<file path="src/rtl/led_matrix_scanner_if.sv">
// LED matrix driver pins of led_matrix_scanner.
//   SER_DATA   serial column data, valid across the whole bit slot
//   SER_CLK    shift clock; drivers sample SER_DATA on its rising edge
//   LATCH      one-cycle transfer pulse into the driver output register
//   ROW_SEL    active row index
//   ROW_EN     row driver enable
//   FRAME_DONE one-cycle pulse after the last row's dwell
// master: scanner side (drives the pins); slave: board/driver side.
interface led_matrix_scanner_if;
    logic       SER_DATA;
    logic       SER_CLK;
    logic       LATCH;
    logic [3:0] ROW_SEL;
    logic       ROW_EN;
    logic       FRAME_DONE;

    modport master (
        output SER_DATA, SER_CLK, LATCH, ROW_SEL, ROW_EN, FRAME_DONE
    );

    modport slave (
        input SER_DATA, SER_CLK, LATCH, ROW_SEL, ROW_EN, FRAME_DONE
    );
endinterface

</file>
<file path="src/rtl/led_matrix_scanner.sv">
// Scans a 16x16 red/green frame out to shift-register column drivers.
// The frame is snapshotted once per frame, then each row's 32 column bits
// are shifted out MSB first (red col 15 .. red col 0, green col 15 .. green
// col 0), latched, and the row is enabled for DWELL cycles.
//
// Ports:
//   CLK        system clock
//   RST        asynchronous active-low reset
//   ENABLE     scanning permitted; looked at only in IDLE and at frame end
//   RedPixels  red frame, RedPixels[row][col]
//   GrnPixels  green frame, same indexing
//   pins       driver pins (see led_matrix_scanner_if), master side
//
// state     | meaning
// ----------+-------------------------------------------------------
// S_IDLE    | not scanning, all outputs at reset values
// S_SNAP    | capture both pixel arrays, start row 0
// S_SHIFT   | serialize 32 bits of row r, 2*SHIFT_HALF cycles per bit
// S_LATCH   | one-cycle LATCH pulse, ROW_SEL takes row r
// S_DISPLAY | ROW_EN high for DWELL cycles, then next row or frame end
module led_matrix_scanner #(
    parameter int SHIFT_HALF = 2,
    parameter int DWELL      = 256
) (
    input  logic                  CLK,
    input  logic                  RST,
    input  logic                  ENABLE,
    input  logic [15:0][15:0]     RedPixels,
    input  logic [15:0][15:0]     GrnPixels,
    led_matrix_scanner_if.master  pins
);

    localparam int SLOT = 2 * SHIFT_HALF;
    localparam int MAXV = (SLOT > DWELL) ? SLOT : DWELL;
    // Timer only ever holds values up to MAXV-1, so it cannot wrap.
    localparam int TW   = (MAXV > 1) ? $clog2(MAXV) : 1;

    localparam logic [TW-1:0] SLOT_LAST  = TW'(SLOT - 1);
    localparam logic [TW-1:0] DWELL_LAST = TW'(DWELL - 1);
    localparam logic [TW-1:0] HALF_T     = TW'(SHIFT_HALF);

    typedef enum logic [2:0] {
        S_IDLE,
        S_SNAP,
        S_SHIFT,
        S_LATCH,
        S_DISPLAY
    } state_t;

    state_t           state_q;
    logic [15:0][15:0] red_buf_q;
    logic [15:0][15:0] grn_buf_q;
    logic [3:0]       row_q;
    logic [4:0]       bit_q;
    logic [TW-1:0]    tmr_q;
    logic [31:0]      word_q;     // bits still to send, next one at [31]
    logic             ser_data_q;
    logic             ser_clk_q;
    logic             latch_q;
    logic [3:0]       row_sel_q;
    logic             row_en_q;
    logic             frame_done_q;
    logic [3:0]       row_nxt;

    assign row_nxt = row_q + 4'd1;

    always_ff @(posedge CLK or negedge RST) begin
        if (!RST) begin
            state_q      <= S_IDLE;
            red_buf_q    <= '0;
            grn_buf_q    <= '0;
            row_q        <= '0;
            bit_q        <= '0;
            tmr_q        <= '0;
            word_q       <= '0;
            ser_data_q   <= 1'b0;
            ser_clk_q    <= 1'b0;
            latch_q      <= 1'b0;
            row_sel_q    <= '0;
            row_en_q     <= 1'b0;
            frame_done_q <= 1'b0;
        end else begin
            latch_q      <= 1'b0;
            frame_done_q <= 1'b0;
            case (state_q)
                S_IDLE: begin
                    ser_data_q <= 1'b0;
                    ser_clk_q  <= 1'b0;
                    row_en_q   <= 1'b0;
                    row_sel_q  <= '0;
                    if (ENABLE) state_q <= S_SNAP;
                end
                S_SNAP: begin
                    red_buf_q  <= RedPixels;
                    grn_buf_q  <= GrnPixels;
                    row_q      <= '0;
                    // Row 0 is loaded straight from the inputs being
                    // captured this cycle, so it matches the snapshot.
                    ser_data_q <= RedPixels[0][15];
                    word_q     <= {RedPixels[0][14:0], GrnPixels[0], 1'b0};
                    bit_q      <= 5'd31;
                    tmr_q      <= SLOT_LAST;
                    ser_clk_q  <= 1'b0;
                    state_q    <= S_SHIFT;
                end
                S_SHIFT: begin
                    if (tmr_q != '0) begin
                        // Timer counts SLOT-1 down to 0; the last
                        // SHIFT_HALF counts of a slot are the high phase.
                        tmr_q     <= tmr_q - 1'b1;
                        ser_clk_q <= (tmr_q <= HALF_T);
                    end else if (bit_q != '0) begin
                        bit_q      <= bit_q - 1'b1;
                        tmr_q      <= SLOT_LAST;
                        ser_clk_q  <= 1'b0;
                        ser_data_q <= word_q[31];
                        word_q     <= {word_q[30:0], 1'b0};
                    end else begin
                        ser_clk_q  <= 1'b0;
                        ser_data_q <= 1'b0;
                        latch_q    <= 1'b1;
                        row_sel_q  <= row_q;
                        state_q    <= S_LATCH;
                    end
                end
                S_LATCH: begin
                    row_en_q <= 1'b1;
                    tmr_q    <= DWELL_LAST;
                    state_q  <= S_DISPLAY;
                end
                S_DISPLAY: begin
                    if (tmr_q != '0) begin
                        tmr_q <= tmr_q - 1'b1;
                    end else begin
                        row_en_q <= 1'b0;
                        if (row_q != 4'd15) begin
                            row_q      <= row_nxt;
                            ser_data_q <= red_buf_q[row_nxt][15];
                            word_q     <= {red_buf_q[row_nxt][14:0],
                                           grn_buf_q[row_nxt], 1'b0};
                            bit_q      <= 5'd31;
                            tmr_q      <= SLOT_LAST;
                            state_q    <= S_SHIFT;
                        end else begin
                            frame_done_q <= 1'b1;
                            if (ENABLE) begin
                                state_q <= S_SNAP;
                            end else begin
                                row_sel_q <= '0;
                                state_q   <= S_IDLE;
                            end
                        end
                    end
                end
                default: state_q <= S_IDLE;
            endcase
        end
    end

    assign pins.SER_DATA   = ser_data_q;
    assign pins.SER_CLK    = ser_clk_q;
    assign pins.LATCH      = latch_q;
    assign pins.ROW_SEL    = row_sel_q;
    assign pins.ROW_EN     = row_en_q;
    assign pins.FRAME_DONE = frame_done_q;

endmodule

</file>
<file path="src/flat_wrapper.sv">
// flat-port wrapper written by rule: the top's interface ports become plain ports
module led_matrix_scanner_flat 
#(
    parameter int SHIFT_HALF = 2,
    parameter int DWELL      = 256
)
  (CLK, RST, ENABLE, RedPixels, GrnPixels, pins_SER_DATA, pins_SER_CLK, pins_LATCH, pins_ROW_SEL, pins_ROW_EN, pins_FRAME_DONE);
  led_matrix_scanner_if pins_i ();
  input  logic CLK;
  input  logic RST;
  input  logic ENABLE;
  input  logic [15:0][15:0] RedPixels;
  input  logic [15:0][15:0] GrnPixels;
  output wire logic [$bits(pins_i.SER_DATA)-1:0] pins_SER_DATA;
  output wire logic [$bits(pins_i.SER_CLK)-1:0] pins_SER_CLK;
  output wire logic [$bits(pins_i.LATCH)-1:0] pins_LATCH;
  output wire logic [$bits(pins_i.ROW_SEL)-1:0] pins_ROW_SEL;
  output wire logic [$bits(pins_i.ROW_EN)-1:0] pins_ROW_EN;
  output wire logic [$bits(pins_i.FRAME_DONE)-1:0] pins_FRAME_DONE;
  assign pins_SER_DATA = pins_i.SER_DATA;
  assign pins_SER_CLK = pins_i.SER_CLK;
  assign pins_LATCH = pins_i.LATCH;
  assign pins_ROW_SEL = pins_i.ROW_SEL;
  assign pins_ROW_EN = pins_i.ROW_EN;
  assign pins_FRAME_DONE = pins_i.FRAME_DONE;
  led_matrix_scanner #(.SHIFT_HALF(SHIFT_HALF), .DWELL(DWELL)) u_core (.CLK(CLK), .RST(RST), .ENABLE(ENABLE), .RedPixels(RedPixels), .GrnPixels(GrnPixels), .pins(pins_i));
endmodule
</file>
<file path="config.mk">
export PLATFORM = sky130hd
export DESIGN_NAME = led_matrix_scanner_flat
export DESIGN_NICKNAME = d
export VERILOG_FILES = /design/src/rtl/led_matrix_scanner_if.sv /design/src/rtl/led_matrix_scanner.sv /design/src/flat_wrapper.sv
export SDC_FILE = /design/constraint.sdc
export NUM_CORES = 1
export LEC_CHECK = 0
export BUFFER_PORTS_ARGS = -buffer_cell sky130_fd_sc_hd__buf_2
export CORE_MARGIN = 3
export CORE_UTILIZATION = 55
export DETAILED_ROUTE_END_ITERATION = 10
export HOLD_SLACK_MARGIN = 0.1
export MAX_ROUTING_LAYER = met4
export PLACE_DENSITY = 0.77
export SYNTH_ARGS = -nofsm -noshare
export SYNTH_HDL_FRONTEND = slang
export SYNTH_SLANG_ARGS = --single-unit
</file>
<file path="constraint.sdc">
create_clock -name CLK -period 3.3 [get_ports CLK]
set_input_delay 0.165 -clock CLK [delete_from_list [all_inputs] [get_ports CLK]]
set_output_delay 0.165 -clock CLK [all_outputs]
set_load 0.02 [all_outputs]
</file>
# ---- Word-level counts from Yosys, hierarchy flattened
# Cells that the tools add are included.
dict set report op_classes {
  n_addsub 3
  magnitude_cmp 2
  n_eq_ne 15
  mux 50
  reduce_logical 18
}
# cell count
set ops {}
lappend ops {{$bmux W16 S4} 2}
lappend ops {{$mux W32} 4}
lappend ops {{$pmux W32 S3} 1}
lappend ops {{$mux W16} 2}
lappend ops {{$mux W8} 4}
lappend ops {{$pmux W8 S4} 1}
lappend ops {{$mux W4} 7}
lappend ops {{$mux W5} 4}
lappend ops {{$mux W3} 5}
lappend ops {{$pmux W3 S5} 1}
lappend ops {{$pmux W5 S3} 1}
lappend ops {{$mux W1} 13}
lappend ops {{$ne A2 B2 Y1 const B} 6}
lappend ops {{$pmux W4 S3} 1}
lappend ops {{$reduce_bool A3 Y1} 3}
lappend ops {{$le A8 B2 Y1 const B} 1}
lappend ops {{$pmux W4 S2} 1}
lappend ops {{$reduce_and A4 Y1} 2}
lappend ops {{$reduce_bool A4 Y1} 2}
lappend ops {{$reduce_bool A8 Y1} 1}
lappend ops {{$sub A8 B1 Y8 const B} 1}
lappend ops {{$eq A3 B2 Y1 const B} 2}
lappend ops {{$ne A3 B1 Y1 const B} 2}
lappend ops {{$reduce_and A3 Y1} 2}
lappend ops {{other kinds (17)} 19}
dict set report word_totals {
  regBits 573
  inputBits 515
  output_inout_bits 9
}

# ---- Logic depth before layout (Yosys ltp)
dict set report logic_depth {
  word_depth 6
  mapped_depth 9
}

# ---- Worst setup path before layout
# No wires, ideal clock.
dict set report synth_path {
  path_kind {reg-to-reg}
  start {reg u_core.row_q[1]}
  end {reg u_core.word_q[10]}
  setup_time_ps 134
  arrival_ps 2199
  required_ps 3166
  slack_ps 967
  stages_incl_launch_ff 8
  period_less_slack_ps 2333
  cell_sequence {dfrtp_1 ha_1 buf_2 clkbuf_1 mux4_2 mux2_2 a222oi_1 a21oi_1}
}
dict set report synth_via {
  elab_chain_cells 6
  word_cells_on_any_way 9
  classes_between {add/sub (1); eq/ne (2); mux (5); reduce/logical (1)}
}
# item line_no
set synth_rtl {}
lappend synth_rtl {{start, declared} led_matrix_scanner.sv:53} ;# logic [3:0] row_q;
lappend synth_rtl {{start signal, assigned} led_matrix_scanner.sv:137} ;# row_q <= row_nxt;
lappend synth_rtl {{$add A4 B1 Y4} led_matrix_scanner.sv:65} ;# assign row_nxt = row_q + 4'd1;
lappend synth_rtl {{$bmux W16 S4} led_matrix_scanner.sv:140} ;# grn_buf_q[row_nxt], 1'b0};
lappend synth_rtl {{$mux W16 (not written as such)} led_matrix_scanner.sv:140}
lappend synth_rtl {{$mux W32} led_matrix_scanner.sv:136} ;# if (row_q != 4'd15) begin
lappend synth_rtl {{$mux W32} led_matrix_scanner.sv:132} ;# if (tmr_q != '0) begin
lappend synth_rtl {{$pmux W32 S3} led_matrix_scanner.sv:85} ;# case (state_q)
lappend synth_rtl {{end signal, assigned} led_matrix_scanner.sv:100} ;# word_q <= {RedPixels[0][14:0], GrnPixels[0], 1'b0};
lappend synth_rtl {{end signal, assigned} led_matrix_scanner.sv:117} ;# word_q <= {word_q[30:0], 1'b0};
lappend synth_rtl {{end signal, assigned} led_matrix_scanner.sv:139} ;# word_q <= {red_buf_q[row_nxt][14:0],
lappend synth_rtl {{end, declared} led_matrix_scanner.sv:56} ;# logic [31:0] word_q;
# Several ways; a longest one is shown, not always the timed one. The select of a mux whose other input is x is not followed.
# A chain may end at the register's enable or synchronous reset.

# ---- Final worst setup path
dict set report layout_path {
  start {reg u_core.row_q[0]}
  end {reg u_core.word_q[15]}
}
# Same word-level chain as after synthesis.

==> out/results.txt <==
CTS tree -> built
Ys Warns -> 0
fmax -> 0.387 GHz
Synth Cell Area -> 0.0265 mm2
commonest cells after routing, fill and taps aside -> nand2_1, dfrtp_1, buf_2
Hold Crit Class -> primary input to asynchronous set/reset pin
CP max stage cell -> dfrtp_4
CTS Sinks -> 572
routability cong. -> 0.938
die footprint -> 0.0508 mm2
Routed WL -> 103000 um
vias in the first global route -> 27900
initial antenna violation count -> 15
crit path cell chain -> ha_4, buf_12, mux4_2, mux2_2, a222oi_1, a21oi_1
Core Region -> 0.0471 mm2
Via density -> 5.95
gr usage total -> 42.2%
critical path fanouts, max -> 57
post-route ant nets -> 0
worst setup margin -> 0.719 ns
Slew HR -> 26.6%
largest net degree at the start of global routing -> 237
Placement Setup Slack -> 0.781 ns
Reg clk slew, reported paths -> 0.07 ns
Max Cap Violations -> 0
DRC Markers -> 0
post-synth cell types -> 59
Worst-Margin Slew -> 1.10 ns
Worst Skew -> 0.0284 ns
Post-Synthesis Cells -> 2780
drt pass-1 iters -> 10
post-CTS setup buffer count -> 0
Chip Height -> 225 um
Yosys reg bits -> 572
kind of critical path -> flop to flop
Required @ worst endpoint -> 3.79 ns
Leak -> 18.5 nW
minimum clock period -> 2.58 ns
CP max stage delay -> 0.52 ns
DP HPWL -> 58800 um
commonest non-fill, non-tap cell in the layout -> nand2_1
Initial DRC Count -> 3346
Via Count -> 26300
Synth Flop Type -> dfrtp_1
setup tns final -> 0 ns
Syn Area/Cell -> 9.53 um2
status -> finished, final reports clean
die width -> 225 um
grt ovf -> 0
ys async rst share -> 100%
final setup vio count -> 0
Core Util, Final -> 78.4%
clock buffer count from CTS -> 59
fin crit share -> 78.2%
final hold viol count -> 0
number of synthesized flops with an enable pin -> 0
synthesis-to-layout area growth -> 39.3%
Clock Path Buffers -> 3
Fin Hold WS -> 0.204 ns
per-cell routed wire length -> 23.3 um
RSZ-0062 raised after global routing -> no
layout cell share with drive strength beyond 1 -> 22.2%
Max Transition Viols Final -> 0
Syn Nets -> 3301
Post-layout nets -> 4263
Rows -> 79
Max VDD drop -> 0.665 mV
Starting Density -> 56.3%
root buf cell -> clkbuf_16
Worst-Skew Late Latency -> 0.64 ns
CTS HTree Levels -> 2
element type at the critical path start -> flop
CP arrival -> 3.07 ns
Port Buffers -> 523
first-pass GRT wire length -> 158000 um
sequential area share after synthesis -> 54.1%
CP endpoint kind -> flop
Power Density -> 854 mW/mm2
I/O pin count -> 524
==> cell type report <==
type / count / area, um2
Clock inverter: 21 / 229
Fill cell: 2754 / 10200
Clock buffer: 88 / 1820
Timing Repair Buffer: 1081 / 8330
Sequential cell: 572 / 14300
Inverter: 9 / 33.8
Multi-Input combinational cell: 2019 / 11400
Antenna cell: 18 / 45.0
Tap cell: 607 / 759
==> path summary, 6_finish.rpt <==
path	start	to	slack, ns	cells after the start
worst max-delay path	u_core.row_q[0]$_DFFE_PN0P_	u_core.word_q[15]$_DFFE_PN0P_	0.72	6
worst min-delay path	RST	u_core.red_buf_q[217]$_DFFE_PN0P_	0.20	2
worst max register to register	u_core.row_q[0]$_DFFE_PN0P_	u_core.word_q[15]$_DFFE_PN0P_	0.72	6
worst min register to register	u_core.red_buf_q[176]$_DFFE_PN0P_	u_core.red_buf_q[176]$_DFFE_PN0P_	0.47	2
max in group asynchronous	RST	u_core.red_buf_q[70]$_DFFE_PN0P_	2.05	3
min in group CLK	GrnPixels[54]	u_core.grn_buf_q[54]$_DFFE_PN0P_	0.27	4
==> critical path: cells and delay by family, from the launching register on <==
kind	cells	cell delay, ns
mux	2	0.65
flops	1	0.52
compound gates	2	0.50
fa+ha+maj	1	0.40
buf+inv	1	0.35
==> kinds of logic after synthesis <==
family	count (synthesis)	synth area share (%)
buffers and inverters	189	3.19
muxes	191	13.5
xor gates and xnor gates	5	0.194
and+or+nand+nor	1642	23.8
AOI/OAI and AO/OA	175	5.01
DFF	572	54.1
adders and majority gates	6	0.283
==> cell usage after synthesis, drive strengths merged (4+ instances only) <==
cell / number / area (um2)
dfrtp: 572 / 14300
clkbuf: 131 / 492
mux2i: 31 / 310
o21a: 29 / 218
nand2: 1551 / 5820
a222oi: 29 / 290
o21ai: 18 / 90.1
mux2: 31 / 349
ha: 6 / 75.1
a22o: 36 / 315
inv: 9 / 33.8
nor2: 46 / 173
nor3: 15 / 86.3
mux4: 129 / 2910
a21oi: 38 / 190
nand3: 6 / 30.0
buf: 49 / 319
xor2: 4 / 42.6
==> power breakdown <==
part	leakage, nW	total (mW)	switching, mW	internal [mW]
sequential	7.02	12.8	2.36	10.4
clock	1.02	7.04	2.93	4.11
combinational	10.5	11.7	6.93	4.75
==> state kept, by name, summed over array words and instances, names as in the netlist <==
register / flops
u_core.bit_q: 5
u_core.grn_buf_q: 256
u_core.pins.FRAME_DONE: 1
u_core.pins.LATCH: 1
u_core.pins.ROW_EN: 1
u_core.pins.ROW_SEL: 4
u_core.pins.SER_CLK: 1
u_core.pins.SER_DATA: 1
u_core.red_buf_q: 256
u_core.row_q: 4
u_core.state_q: 3
u_core.tmr_q: 8
u_core.word_q: 31
==> routing by layer <==
| layer | share of wire, % | track usage (%) | vias up |
|---|---|---|---|
| li1 | - | - | 11000 |
| met1 | 34 | 48.0 | 12600 |
| met2 | 48 | 65.7 | 2013 |
| met3 | 9.3 | 10.3 | 647 |
| met4 | 8.3 | 30.4 | 0 |
| met5 | 0 | - | - |
==> metrics by stage <==
step | cells | total power [mW] | cell area, um2
finish | 4415 | 31.5 | 36900
global route | 4412 | 33.2 | 36900
CTS | 4397 | 30.6 | 36900
detailed placement | 3774 | 23.1 | 29700
global placement | 3774 | 22.6 | 29700
floorplan | 2780 | 19.6 | 26500
==> timing repair <==
item                      CTS  global route
resized for setup           0             0
hold buffers              514             0
hold endpoints to repair  633             0
Note: power is estimated with default switching activity, not from simulation.
